**config.mk**
```make
export PLATFORM = sky130hd
export DESIGN_NAME = setting_entry
export DESIGN_NICKNAME = d
export VERILOG_FILES = /design/src/rtl/setting_entry.sv
export SDC_FILE = /design/constraint.sdc
export NUM_CORES = 1
export LEC_CHECK = 0
export CORE_UTILIZATION = 50
export CTS_BUF_LIST = sky130_fd_sc_hd__clkbuf_16
export DETAILED_ROUTE_END_ITERATION = 7
export PLACE_DENSITY = 0.71
export SYNTH_ARGS = -nofsm -noshare
export SYNTH_HDL_FRONTEND = slang
export SYNTH_SLANG_ARGS = --single-unit
export TNS_END_PERCENT = 50
```
**constraint.sdc**
```tcl
create_clock -name clk_1khz -period 5.1 [get_ports clk_1khz]
set_input_delay 1.275 -clock clk_1khz [delete_from_list [all_inputs] [get_ports clk_1khz]]
set_output_delay 1.275 -clock clk_1khz [all_outputs]
set_load 0.02 [all_outputs]
```
**src/rtl/setting_entry.sv**
```systemverilog
// Front-panel parameter entry: debounced keys, BCD digit editing with a blinking cursor,
// target validation on start, and the start/reject/lock handshake to the bottling controller.
module setting_entry #(
  parameter int unsigned DEB_CYCLES    = 20,
  parameter int unsigned REPEAT_DELAY  = 500,
  parameter int unsigned REPEAT_RATE   = 200,
  parameter int unsigned REJECT_CYCLES = 1000
) (
  input  logic       clk_1khz,
  input  logic       switch_clr,
  input  logic       btn_1,
  input  logic       btn_2,
  input  logic       btn_3,
  input  logic       edit_en,
  output logic [3:0] target_pills3,
  output logic [3:0] target_pills2,
  output logic [3:0] target_pills1,
  output logic [3:0] target_bottles2,
  output logic [3:0] target_bottles1,
  output logic [2:0] cursor,
  output logic [4:0] flicker_mask,
  output logic       start_pulse,
  output logic       reject,
  output logic       locked
);

  localparam int unsigned DW      = $clog2(DEB_CYCLES + 1);
  localparam int unsigned RPT_MAX = (REPEAT_DELAY > REPEAT_RATE) ? REPEAT_DELAY : REPEAT_RATE;
  localparam int unsigned RW      = $clog2(RPT_MAX + 1);
  localparam int unsigned JW      = $clog2(REJECT_CYCLES + 1);

  typedef enum logic [1:0] {ST_EDIT, ST_REJECT, ST_LOCKED} state_t;

  logic [2:0] raw_c;
  logic [2:0] deb_lvl_c;
  logic [2:0] rise_c;
  logic [2:0] press;

  assign raw_c = {btn_3, btn_2, btn_1};

  // Per-key synchronizer, stability counter and registered press pulse.
  for (genvar i = 0; i < 3; i++) begin : g_key
    logic          sync1, sync2, deb, deb_d, press_q;
    logic [DW-1:0] cnt;

    always_ff @(posedge clk_1khz or posedge switch_clr) begin
      if (switch_clr) begin
        sync1   <= 1'b0;
        sync2   <= 1'b0;
        deb     <= 1'b0;
        deb_d   <= 1'b0;
        press_q <= 1'b0;
        cnt     <= '0;
      end else begin
        sync1   <= raw_c[i];
        sync2   <= sync1;
        deb_d   <= deb;
        press_q <= deb & ~deb_d;
        if (sync2 == deb) begin
          cnt <= '0;
        end else if (cnt == DW'(DEB_CYCLES - 1)) begin
          deb <= sync2;
          cnt <= '0;
        end else begin
          cnt <= cnt + DW'(1);
        end
      end
    end

    assign deb_lvl_c[i] = deb;
    assign rise_c[i]    = deb & ~deb_d;
    assign press[i]     = press_q;
  end

  logic [RW-1:0] rep_cnt;
  logic [RW-1:0] rep_lim_c;
  logic          rep_active;
  logic          rep_ev;

  assign rep_lim_c = rep_active ? RW'(REPEAT_RATE - 1) : RW'(REPEAT_DELAY - 1);

  // Auto-repeat on the increment key; timed from the press pulse, killed by release.
  always_ff @(posedge clk_1khz or posedge switch_clr) begin
    if (switch_clr) begin
      rep_cnt    <= '0;
      rep_active <= 1'b0;
      rep_ev     <= 1'b0;
    end else begin
      rep_ev <= 1'b0;
      if (!deb_lvl_c[0] || rise_c[0]) begin
        rep_cnt    <= '0;
        rep_active <= 1'b0;
      end else if (rep_cnt == rep_lim_c) begin
        rep_ev     <= 1'b1;
        rep_cnt    <= '0;
        rep_active <= 1'b1;
      end else begin
        rep_cnt <= rep_cnt + RW'(1);
      end
    end
  end

  logic inc_ev_c, start_ev_c, adv_ev_c;
  logic pills_nz_c, bottles_nz_c;
  logic [2:0] cursor_nxt_c;

  assign inc_ev_c     = press[0] | rep_ev;
  assign start_ev_c   = press[1];
  assign adv_ev_c     = press[2];
  assign pills_nz_c   = |{target_pills3, target_pills2, target_pills1};
  assign bottles_nz_c = |{target_bottles2, target_bottles1};
  assign cursor_nxt_c = (cursor >= 3'd4) ? 3'd0 : cursor + 3'd1;

  function automatic logic [3:0] bcd_inc(input logic [3:0] d);
    return (d >= 4'd9) ? 4'd0 : d + 4'd1;
  endfunction

  function automatic logic [4:0] onehot5(input logic [2:0] c);
    return 5'b00001 << c;
  endfunction

  state_t        state;
  logic [JW-1:0] rej_cnt;
  logic          edit_en_d;

  // Entry FSM; start takes priority, increment lands on the pre-advance cursor digit.
  always_ff @(posedge clk_1khz or posedge switch_clr) begin
    if (switch_clr) begin
      state           <= ST_EDIT;
      rej_cnt         <= '0;
      edit_en_d       <= 1'b0;
      target_pills3   <= 4'd0;
      target_pills2   <= 4'd1;
      target_pills1   <= 4'd0;
      target_bottles2 <= 4'd0;
      target_bottles1 <= 4'd5;
      cursor          <= 3'd0;
      flicker_mask    <= 5'b00001;
      start_pulse     <= 1'b0;
      reject          <= 1'b0;
      locked          <= 1'b0;
    end else begin
      start_pulse <= 1'b0;
      edit_en_d   <= edit_en;
      case (state)
        ST_EDIT: begin
          if (edit_en) begin
            if (start_ev_c) begin
              if (pills_nz_c && bottles_nz_c) begin
                state        <= ST_LOCKED;
                start_pulse  <= 1'b1;
                locked       <= 1'b1;
                flicker_mask <= 5'b00000;
              end else begin
                state        <= ST_REJECT;
                reject       <= 1'b1;
                rej_cnt      <= '0;
                flicker_mask <= 5'b11111;
              end
            end else begin
              if (inc_ev_c) begin
                case (cursor)
                  3'd0:    target_pills3   <= bcd_inc(target_pills3);
                  3'd1:    target_pills2   <= bcd_inc(target_pills2);
                  3'd2:    target_pills1   <= bcd_inc(target_pills1);
                  3'd3:    target_bottles2 <= bcd_inc(target_bottles2);
                  3'd4:    target_bottles1 <= bcd_inc(target_bottles1);
                  default: ;
                endcase
              end
              if (adv_ev_c) begin
                cursor       <= cursor_nxt_c;
                flicker_mask <= onehot5(cursor_nxt_c);
              end
            end
          end
        end
        ST_REJECT: begin
          if (rej_cnt == JW'(REJECT_CYCLES - 1)) begin
            state        <= ST_EDIT;
            reject       <= 1'b0;
            flicker_mask <= onehot5(cursor);
          end else begin
            rej_cnt <= rej_cnt + JW'(1);
          end
        end
        ST_LOCKED: begin
          if (edit_en && !edit_en_d) begin
            state        <= ST_EDIT;
            locked       <= 1'b0;
            cursor       <= 3'd0;
            flicker_mask <= 5'b00001;
          end
        end
        default: state <= ST_EDIT;
      endcase
    end
  end

endmodule

```
== Yosys cells after proc, flatten, opt, wreduce, memory -nomap -nowiden ==
Index checks and enable logic that the tools add are counted.

* Multiplexer cells: 56
* Add/sub/neg operators: 11
* Bitwise logic cells: 11
* Shift-type cells: 2
* $lt $le $gt $ge: 6
* Reduce and logical (&&, ||, !) cells: 27
* Eq/ne operators: 24

{| class="wikitable"
|+ Operators with widths
! operator !! number
|-
| $mux 5 || 12
|-
| $reduce_and 5->1 || 10
|-
| $mux 10 || 4
|-
| $mux 9 || 3
|-
| $add 4x1->4 const B || 5
|-
| $ge 4x4->1 const B || 5
|-
| $mux 4 || 5
|-
| $pmux 10 s2 || 1
|-
| $ne 2x2->1 const B || 9
|-
| $mux 1 || 16
|-
| $add 5x1->5 const B || 3
|-
| $eq 5x5->1 const B || 3
|-
| $mux 3 || 5
|-
| $pmux 5 s3 || 1
|-
| $reduce_or 12->1 || 1
|-
| $add 10x1->10 const B || 1
|-
| $eq 10x10->1 const B || 1
|-
| $mux 2 || 5
|-
| $shl 1x3->5 const A || 2
|-
| $add 9x1->9 const B || 1
|-
| $eq 9x9->1 || 1
|-
| $reduce_or 8->1 || 1
|-
| $not 1->1 || 7
|-
| $eq 3x2->1 const B || 2
|-
| other kinds (22) || 33
|}

* Word-level logic and storage cells: 171
* Output and inout port bits: 31
* Bits in registers: 85
* Input bits: 6

== Depth between registers and ports, before layout ==
Gate-level depths: netlist of the first run.

* Depth after elaboration: 7
* Mapped depth: 8
* Depth with buffers taken out: 7

== Worst setup path after synthesis of the first run ==
OpenSTA, ideal clock, no wires.

* Kind: input port to flip-flop
* Start: input port edit_en
* End: register target_pills1[3]
* Buffers on the path: 0
* Stages on the path: 4
* Path slack: 2,545 ps
* Library setup time: 121 ps
* Arrival: 2,434 ps
* Cells stage by stage: o211ai_1 nor4b_1 and3_1 nor2_1

* Cells in the longest elaborated chain, start to end: 1

{| class="wikitable"
|+ Ends and longest elaborated chain
! element !! line !! source
|-
| start: declaration || 14 || <nowiki>input logic edit_en,</nowiki>
|-
| $reduce_and 5->1 (no source line) || -- ||
|-
| end signal: assignment || 165 || <nowiki>3'd2: target_pills1 <= bcd_inc(target_pills1);</nowiki>
|-
| end: declaration || 17 || <nowiki>output logic [3:0] target_pills1,</nowiki>
|}

No other way between the ends.
A chain may end at the register's enable or synchronous reset.

== Final worst setup path of the first run ==
* Start: input port edit_en
* End: register target_pills1[2]

The elaborated chain is that of the path after synthesis.

==> results.py, run 1 <==
metrics = {
    "clocking": {
        "tritoncts": "built",
        "clkLatencyLatePin_ps": 330,
        "root_buffer": "clkbuf_16",
        "clock-sinks": 85,
        "cts-buffers-inserted": 9,
        "clkTransAtPathRegs_ps": 70,
        "post_cts_buffers": 0,
        "clockBufferDepth": 2,
        "htree_num_levels": 3,
        "cts_resized": 0,
        "holdBufCountCts": 0,
    },
    "final_layout": {
        "final_common_cell": "dfrtp_1",
        "multiInputGateArea_mm2": 0.00207,
        "antennaDiodeCount": 0,
        "nNetsFinal": 497,
        "syn2layout_area_growth_pct": 18.0,
        "drive_above_1_share": 0.0884,
        "ff_latch_area_mm2": 0.00213,
        "final_cell_mix": "81 x dfrtp_1, 50 x nor2_1, 36 x nand2_1, 36 x clkdlybuf4s50_1, 32 x ha_1",
        "fin_area_mm2": 0.00510,
        "num-fill-cells": 660,
    },
    "worst_setup_path": {
        "cp.required_ps": 5310,
        "cp-end-kind": "flip-flop",
        "crit_arrival_ps": 3440,
        "crit_fanout": 8,
        "start_kind": "input port",
        "crit_type": "in2reg",
    },
    "placement": {
        "dpl.hpwl_mm": 5.70,
        "io_buffers": 36,
        "gp_congestion": 0.884,
        "placed_area_mm2": 0.00480,
    },
    "power_and_ir_drop": {
        "seqPwrFrac": 0.503,
        "switching_share": 0.214,
        "p_int_mw": 1.08,
        "p_per_area_mw_per_mm2": 269,
        "p_sw_mw": 0.293,
        "p_leak_nw": 2.34,
        "pwr-share-clk": 0.474,
        "ir_drop_v": 0.000244,
        "pwr-share-comb": 0.023,
    },
    "timing": {
        "setup_tns_ps": 0,
        "clock_skew_ps": 8.59,
        "rsz0062_at_grt": "no",
        "slew_headroom": 0.290,
        "setup_violations": 0,
        "worst_pin_slew_ps": 1070,
        "fmax_mhz": 310,
        "finalHoldViolations": 0,
        "period_share": 0.633,
        "fin_crit_ps": 3230,
        "hold_ws_ps": 350,
        "final_max_slew_viol_count": 0,
    },
    "drt": {
        "ant_nets": 0,
        "drt_iter0_drc": 173,
        "vias": 3169,
        "wl_mm": 7.96,
        "drc_errors": 0,
        "viasPerCell": 5.57,
        "first_pass_iters": 4,
        "post_drt_wl_per_cell_um": 14.0,
    },
    "yosys": {
        "synth_fp_nets": 455,
        "synth-edff-count": 0,
        "synth_area_per_cell_um2": 10.4,
        "ys_dominant_reg_cell": "dfrtp_1",
        "yosys.cell_types.count": 58,
        "synth-seq-cells": 85,
        "synthCells": 417,
        "yosys_warnings": 0,
        "synth_area_mm2": 0.00432,
        "yosysSeqAreaShare": 0.494,
        "ys_async_sr_fraction": 1.00,
    },
    "grt": {
        "antenna_found_initial": 0,
        "gr-total-overflow": 0,
        "grt_pass1_wl_mm": 13.7,
        "grt_usage": 0.196,
        "grt_start_max_net_pins": 65,
        "grt_pass1_vias": 3006,
    },
    "floorplanning": {
        "rows": 33,
        "die_area_mm2": 0.00901,
        "fp.dieW_um": 94.9,
        "io_pins": 37,
        "start_util": 0.520,
        "core_area_mm2": 0.00830,
        "die_y_um": 94.9,
    },
    "status": {
        "outcome": "finished, final reports clean",
    },
    "worst_hold_path": {
        "hp-class": "reg2reg",
    },
    "job": {
        "drv_cap": 0,
    },
}
[path summary, 6_finish.rpt]
kind	cells after the start	startpoint	endpoint	slack (ps)
max	6	edit_en	target_pills1[2]	1870
max reg2reg	7	state[1]	target_pills1[2]	2420
min	0	g_key[1].sync1	g_key[1].sync2	350
max in group asynchronous	3	switch_clr	target_pills1[2]	2710
min in group asynchronous	2	switch_clr	g_key[0].cnt[0]	1490
min reg2reg	0	g_key[1].sync1	g_key[1].sync2	350
[critical path, stage by stage]
cell,delay (ps)
clkdlybuf4s50_1,620
o211ai_1,290
nor4b_1,830
nand2_1,160
xor2_1,190
nor2_1,60
[logic make-up after synthesis]
| logic type | synth area share |
|---|---|
| AO/OA/AOI/OAI | 0.113 |
| buffers and inverters | 0.0269 |
| adder cells (fa/ha/maj) | 0.0927 |
| AND/OR/NAND/NOR | 0.192 |
| multiplexers | 0.0354 |
| flip-flops | 0.494 |
| XOR/XNOR | 0.0467 |
[area by class of cell]
type / count / share of cell area
Clock buffer: 9 / 0.0442
Clock inverter: 7 / 0.0147
Inverter: 25 / 0.0187
Multi-Input combinational cell: 301 / 0.406
Sequential cell: 85 / 0.418
Tap cell: 105 / 0.0258
Timing Repair Buffer: 37 / 0.0722
[stage by stage]
stage          worst slack (ps)   util  cells  power (mW)
2_1_floorplan              1640      -    417       0.721
3_3_place_gp               1690  0.578    553       0.733
3_5_place_dp               1570  0.578    553       0.734
4_1_cts                    1900  0.614    569        1.38
5_1_grt                    1660  0.614    569        1.41
6_report                   1870  0.614    569        1.37
[cells in the mapped netlist (3+ instances only)]
| master | count | area, um^2 |
|---|---|---|
| nand2_1 | 36 | 135 |
| nand2b_1 | 7 | 43.8 |
| nor4_1 | 6 | 37.5 |
| nor2b_1 | 5 | 31.3 |
| xnor2_1 | 11 | 96.3 |
| xor2_1 | 12 | 105 |
| a21o_1 | 3 | 22.5 |
| a41oi_1 | 6 | 52.6 |
| nor3b_1 | 4 | 30.0 |
| nor2_1 | 50 | 188 |
| nand3_1 | 24 | 120 |
| clkbuf_1 | 5 | 18.8 |
| dfrtp_1 | 81 | 2030 |
| inv_1 | 25 | 93.8 |
| a21oi_1 | 8 | 40.0 |
| o21ai_0 | 23 | 115 |
| mux2i_1 | 4 | 40.0 |
| and3_1 | 7 | 43.8 |
| dfstp_2 | 4 | 105 |
| nand3b_1 | 3 | 22.5 |
| nor3_1 | 5 | 25.0 |
| ha_1 | 32 | 400 |
| mux2_2 | 10 | 113 |
| a211o_1 | 4 | 35.0 |
| or2_2 | 3 | 18.8 |
[state kept, by name (all words and copies together), names as in the netlist, 2 cells and up]
signal           count
cursor               3
flicker_mask         5
g_key.cnt           15
g_key.deb            3
g_key.deb_d          3
g_key.press_q        2
g_key.sync1          3
g_key.sync2          3
rej_cnt             10
rep_cnt              9
state                2
target_bottles1      4
target_bottles2      4
target_pills1        4
target_pills2        4
target_pills3        4
[power by group through the flow]
| stage | sequential, mW | clock, mW | combinational, mW |
|---|---|---|---|
| floorplan | 0.700 | 0 | 0.0215 |
| global placement | 0.701 | 0 | 0.0319 |
| detailed placement | 0.701 | 0 | 0.0329 |
| CTS | 0.689 | 0.663 | 0.0332 |
| global route | 0.690 | 0.686 | 0.0378 |
| finish | 0.689 | 0.648 | 0.0317 |
[metal layers]
| layer | share of wire | vias to the layer above | global-route usage |
|---|---|---|---|
| li1 | - | 1553 | - |
| met4 | 0.016 | 0 | 0.0682 |
| met2 | 0.47 | 59 | 0.321 |
| met5 | 0 | - | 0 |
| met1 | 0.48 | 1544 | 0.259 |
| met3 | 0.033 | 13 | 0.0378 |
No activity file was read; power rests on OpenSTA's default activity.
==> inputs of run 2 (changes only) <==
Clock period 5.1 ns to 3.19 ns, I/O delays scaled along.
==> run 2 against run 1 <==
- total power up 66%
- wire length up 3.9%
- clock power increased by 73%
- register-to-register slack got worse by 1600 ps
- combinational power up 70%
- first-iteration DRC count grew 2.9%
- non-clock buffer count is 9 higher
- critical endpoint is now rej_cnt[3]
- largest cell class unchanged
- largest power group is now clock
- highest routed layer unchanged
==> results.py, run 2 (synthesis results as in run 1) <==
metrics = {
    "power_and_ir_drop": {
        "pwr-share-comb": 0.024,
        "pwr-share-clk": 0.492,
        "p_int_mw": 1.80,
        "switching_share": 0.208,
        "p_per_area_mw_per_mm2": 438,
        "seqPwrFrac": 0.484,
        "p_leak_nw": 2.40,
        "ir_drop_v": 0.000304,
        "p_sw_mw": 0.472,
    },
    "final_layout": {
        "drive_above_1_share": 0.106,
        "biggestRegsByFlops": "g_key.cnt x15, rej_cnt x10, rep_cnt x9",
        "final_cell_mix": "81 x dfrtp_1, 50 x nor2_1, 36 x nand2_1, 36 x clkdlybuf4s50_1, 32 x ha_1",
        "antennaDiodeCount": 0,
        "fin_area_mm2": 0.00520,
        "final_common_cell": "dfrtp_1",
        "fin_cells": 578,
        "nNetsFinal": 506,
        "syn2layout_area_growth_pct": 20.4,
        "num-fill-cells": 668,
        "largest_reg_flops": 15,
        "largest_register": "g_key.cnt",
    },
    "floorplanning": {
        "rows": 33,
        "io_pins": 37,
        "start_util": 0.520,
        "core_area_mm2": 0.00830,
        "fp.dieW_um": 94.9,
        "die_y_um": 94.9,
        "die_area_mm2": 0.00901,
    },
    "grt": {
        "grt_usage": 0.207,
        "grt_pass1_wl_mm": 14.3,
        "grt_pass1_vias": 3117,
        "grt_start_max_net_pins": 34,
        "gr-total-overflow": 0,
        "antenna_found_initial": 0,
    },
    "timing": {
        "period_share": 0.772,
        "finalHoldViolations": 0,
        "fmax_mhz": 406,
        "hold_ws_ps": 359,
        "fin_crit_ps": 2460,
        "clock_skew_ps": 5.73,
        "final_max_slew_viol_count": 0,
        "setup_tns_ps": 0,
        "worst_pin_slew_ps": 507,
        "setup_violations": 0,
        "rsz0062_at_grt": "no",
        "slew_headroom": 0.660,
    },
    "worst_setup_path": {
        "cp_slowest_stage_delay_ps": 600,
        "crit_fanout": 9,
        "startpoint": "edit_en",
        "cp_slowest_cell": "clkdlybuf4s50_1",
        "cp.required_ps": 3460,
        "cp-end-kind": "flip-flop",
        "crit_type": "in2reg",
        "start_kind": "input port",
        "crit_family": "simple AND/OR/NAND/NOR gates",
        "regToRegStartpoint": "cursor[0]",
        "cp_cell_sequence": "clkdlybuf4s50_1 > nand2_1 > and4bb_2 > nor2_2 > or4_1 > nand3_1",
        "crit_arrival_ps": 2730,
        "worst-path-buf-inv": 1,
    },
    "clocking": {
        "cts-buffers-inserted": 9,
        "holdBufCountCts": 0,
        "clkTransAtPathRegs_ps": 60,
        "cts_resized": 0,
        "htree_num_levels": 3,
        "post_cts_buffers": 0,
        "clkLatencyLatePin_ps": 330,
        "tritoncts": "built",
        "root_buffer": "clkbuf_16",
        "clock-sinks": 85,
        "clockBufferDepth": 2,
    },
    "job": {
        "drv_cap": 0,
    },
    "placement": {
        "dp.cells": 562,
        "dpl.hpwl_mm": 5.98,
        "gp_congestion": 0.814,
        "io_buffers": 36,
        "placed_area_mm2": 0.00488,
    },
    "worst_hold_path": {
        "hold_path_startpoint": "g_key[0].sync1",
        "hp-class": "reg2reg",
    },
    "drt": {
        "drt_iter0_drc": 178,
        "post_drt_wl_per_cell_um": 14.3,
        "ant_nets": 0,
        "drc_errors": 0,
        "viasPerCell": 5.51,
        "first_pass_iters": 4,
        "vias": 3185,
        "wl_mm": 8.27,
    },
    "status": {
        "outcome": "finished, final reports clean",
    },
}
## run 2: changes by cell type in the layout (fill, tap and decap cells not counted)
cell,change
buf_12,+1
buf_4,+8
bufinv_16,+1
clkinv_1,+1
clkinvlp_4,-1
inv_1,-1
## run 2: final timing paths
check                                    to  slack, ps  cells past startpoint
setup / recovery                 rej_cnt[3]        730                      6
hold / removal               g_key[0].sync2        360                      0
setup reg to reg            flicker_mask[1]        850                      6
hold reg to reg              g_key[0].sync2        360                      0
max in group asynchronous  target_pills2[0]       1770                      3
min in group asynchronous   g_key[1].cnt[2]        800                      2
## run 2: area by class of cell
type | count | area, um^2 | share of cell area
clock buffer | 9 | 225 | 0.0433
clock inverter | 7 | 97.6 | 0.0188
inverter | 25 | 95.1 | 0.0183
multi-input combinational | 301 | 2070 | 0.398
sequential | 85 | 2130 | 0.410
tap | 105 | 131 | 0.0253
timing repair buffer | 46 | 448 | 0.0862
## run 2: power groups by stage
stage / clock, mW / combinational, mW / sequential, mW
2_1_floorplan: 0 / 0.0344 / 1.12
3_3_place_gp: 0 / 0.0552 / 1.12
3_5_place_dp: 0 / 0.0566 / 1.12
4_1_cts: 1.13 / 0.0568 / 1.10
5_1_grt: 1.18 / 0.0650 / 1.10
6_report: 1.12 / 0.0540 / 1.10
## run 2: metal layers
layer | up-vias | wire length [um] | track usage
li1 | 1567 | - | -
met1 | 1558 | 3750 | 0.261
met2 | 52 | 4120 | 0.353
met3 | 8 | 284 | 0.0354
met4 | 0 | 118 | 0.0833
met5 | - | 0 | 0
## run 2: through the flow
step	util	setup slack (ps)	power, mW
after floorplan	-	206	1.15
after global placement	0.588	467	1.18
after detailed placement	0.588	402	1.18
after CTS	0.626	747	2.29
after global routing	0.626	621	2.35
final	0.626	726	2.27
## run 2: worst register-to-register path, delay by kind of cell (launching register included)
family	cells	cell delay [ps]
and+or+nand+nor	1	640
adders and majority gates	2	610
DFF	1	480
AOI/OAI and AO/OA	2	390
muxes	1	160
==> inputs of run 3 (changes only) <==
Settings changed: PLACE_DENSITY 0.71 to 0.73.
Clock period 3.19 ns to 2.25 ns, I/O delays scaled along.
==> run 3 against run 2 <==
- non-clock buffer count rose by 17
- largest cell class unchanged
- via count rose by 1.7%
- worst hold slack got worse by 6.5 ps
- count of clock-buffer cells in the layout did not move
- total power rose by 42%
- combinational power rose by 40%
- largest power group unchanged
==> results.py, run 3 (synthesis results as in run 1) <==
metrics = {
    "status": {
        "outcome": "finished, final reports clean",
    },
    "clocking": {
        "clkTransAtPathRegs_ps": 70,
        "tritoncts": "built",
        "clockBufferDepth": 2,
        "post_cts_buffers": 0,
        "clock-sinks": 85,
        "htree_num_levels": 3,
        "clkLatencyLatePin_ps": 340,
        "root_buffer": "clkbuf_16",
        "holdBufCountCts": 0,
        "cts_resized": 0,
        "cts-buffers-inserted": 9,
    },
    "grt": {
        "gr-total-overflow": 0,
        "grt_usage": 0.207,
        "grt_start_max_net_pins": 86,
        "grt_pass1_wl_mm": 14.5,
        "grt_pass1_vias": 3226,
        "antenna_found_initial": 0,
    },
    "floorplanning": {
        "fp.dieW_um": 94.9,
        "rows": 33,
        "io_pins": 37,
        "start_util": 0.520,
        "die_y_um": 94.9,
        "core_area_mm2": 0.00830,
        "die_area_mm2": 0.00901,
    },
    "worst_setup_path": {
        "crit_fanout": 3,
        "r2r_slack_ps": 80,
        "cp_slowest_cell": "or4b_4",
        "regToRegStartpoint": "target_bottles1[1]",
        "worst-path-buf-inv": 1,
        "cp.required_ps": 2470,
        "timing.rr.end": "locked",
        "crit_family": "simple AND/OR/NAND/NOR gates",
        "cp_slowest_stage_delay_ps": 490,
        "crit_type": "reg2reg",
        "reg2regPathDepth": 7,
        "cp-end-kind": "flip-flop",
        "cp_cell_sequence": "inv_2 > ha_1 > or4b_4 > or2_2 > nand3_2 > mux2_2 > a22o_1",
        "start_kind": "flip-flop",
        "crit_arrival_ps": 2400,
    },
    "timing": {
        "clock_skew_ps": 11.3,
        "slew_headroom": 0.626,
        "period_share": 0.967,
        "final_max_slew_viol_count": 0,
        "fmax_mhz": 460,
        "hold_ws_ps": 352,
        "fin_crit_ps": 2170,
        "finalHoldViolations": 0,
        "rsz0062_at_grt": "yes",
        "worst_pin_slew_ps": 561,
        "setup_violations": 0,
    },
    "final_layout": {
        "biggestRegsByFlops": "g_key.cnt x15, rej_cnt x10, rep_cnt x9",
        "final_common_cell": "dfrtp_1",
        "largest_register": "g_key.cnt",
        "final_cell_mix": "81 x dfrtp_1, 50 x nor2_1, 36 x nand2_1, 36 x clkdlybuf4s50_1, 32 x ha_1",
        "largest_reg_flops": 15,
        "syn2layout_area_growth_pct": 23.8,
        "drive_above_1_share": 0.143,
        "nNetsFinal": 523,
        "antennaDiodeCount": 0,
    },
    "power_and_ir_drop": {
        "ir_drop_v": 0.000523,
        "finalPower_mw": 3.22,
        "p_int_mw": 2.48,
        "p_leak_nw": 2.49,
        "switching_share": 0.231,
        "pwr-share-clk": 0.493,
        "p_per_area_mw_per_mm2": 603,
        "p_sw_mw": 0.744,
        "seqPwrFrac": 0.484,
        "pwr-share-comb": 0.023,
    },
    "drt": {
        "vias": 3240,
        "route.layer.met1.wl_mm": 3.85,
        "post_drt_wl_per_cell_um": 13.8,
        "first_pass_iters": 4,
        "wl_mm": 8.24,
        "met2_length_mm": 4.05,
        "ant_nets": 0,
        "drc_errors": 0,
        "met3_length_um": 263,
        "drt_iter0_drc": 188,
        "viasPerCell": 5.45,
        "routed.top_layer": "met4",
    },
    "job": {
        "drv_cap": 0,
    },
    "placement": {
        "io_buffers": 36,
        "gp_congestion": 0.905,
        "dpl.hpwl_mm": 5.71,
    },
    "worst_hold_path": {
        "hp-class": "reg2reg",
        "hold_end": "g_key[0].sync2",
        "worstHoldPathCells": 0,
        "hold_path_startpoint": "g_key[0].sync1",
    },
}
-- run 3: per-layer routing --
metal  vias up  GRT usage
met5         -          0
li1       1600          -
met1      1580      0.257
met4         0     0.0543
met3         6     0.0580
met2        54      0.356
-- run 3: how the worst max path moves through the flow --
stage                            to               start  cells past startpoint
finish                       locked  target_bottles1[1]                      7
CTS                          locked  target_bottles1[1]                      7
global placement         rej_cnt[3]             edit_en                      6
floorplan           flicker_mask[1]           cursor[2]                      7
detailed placement       rej_cnt[9]             edit_en                      6
global route             rej_cnt[3]    target_pills1[1]                      8
-- run 3: layout make-up --
type | count | area [um^2]
Clock buffer | 9 | 225
Clock inverter | 7 | 103
Fill cell | 645 | 2960
Inverter | 25 | 97.6
Multi-Input combinational cell | 301 | 2080
Sequential cell | 85 | 2130
Tap cell | 105 | 131
Timing Repair Buffer | 63 | 576
-- run 3: power groups by stage --
| stage | logic, mW | clock network [mW] | registers, mW |
|---|---|---|---|
| after floorplan | 0.0491 | 0 | 1.59 |
| after global placement | 0.0769 | 0 | 1.59 |
| final | 0.0754 | 1.59 | 1.56 |
| after global routing | 0.0895 | 1.67 | 1.56 |
| after detailed placement | 0.0778 | 0 | 1.59 |
| after CTS | 0.0783 | 1.62 | 1.56 |
-- run 3: stage by stage --
| step | TNS (ps) | worst slack (ps) | area, um^2 | util | instances |
|---|---|---|---|---|---|
| finish | 0 | 75.2 | 5340 | 0.644 | 595 |
| global placement | -175 | -52.7 | 5010 | 0.603 | 579 |
| detailed placement | -921 | -120 | 5010 | 0.603 | 579 |
| global route | -28.9 | -28.9 | 5340 | 0.644 | 595 |
| floorplan | -89.7 | -67.8 | 4320 | - | 417 |
| CTS | 0 | 13.2 | 5330 | 0.643 | 595 |
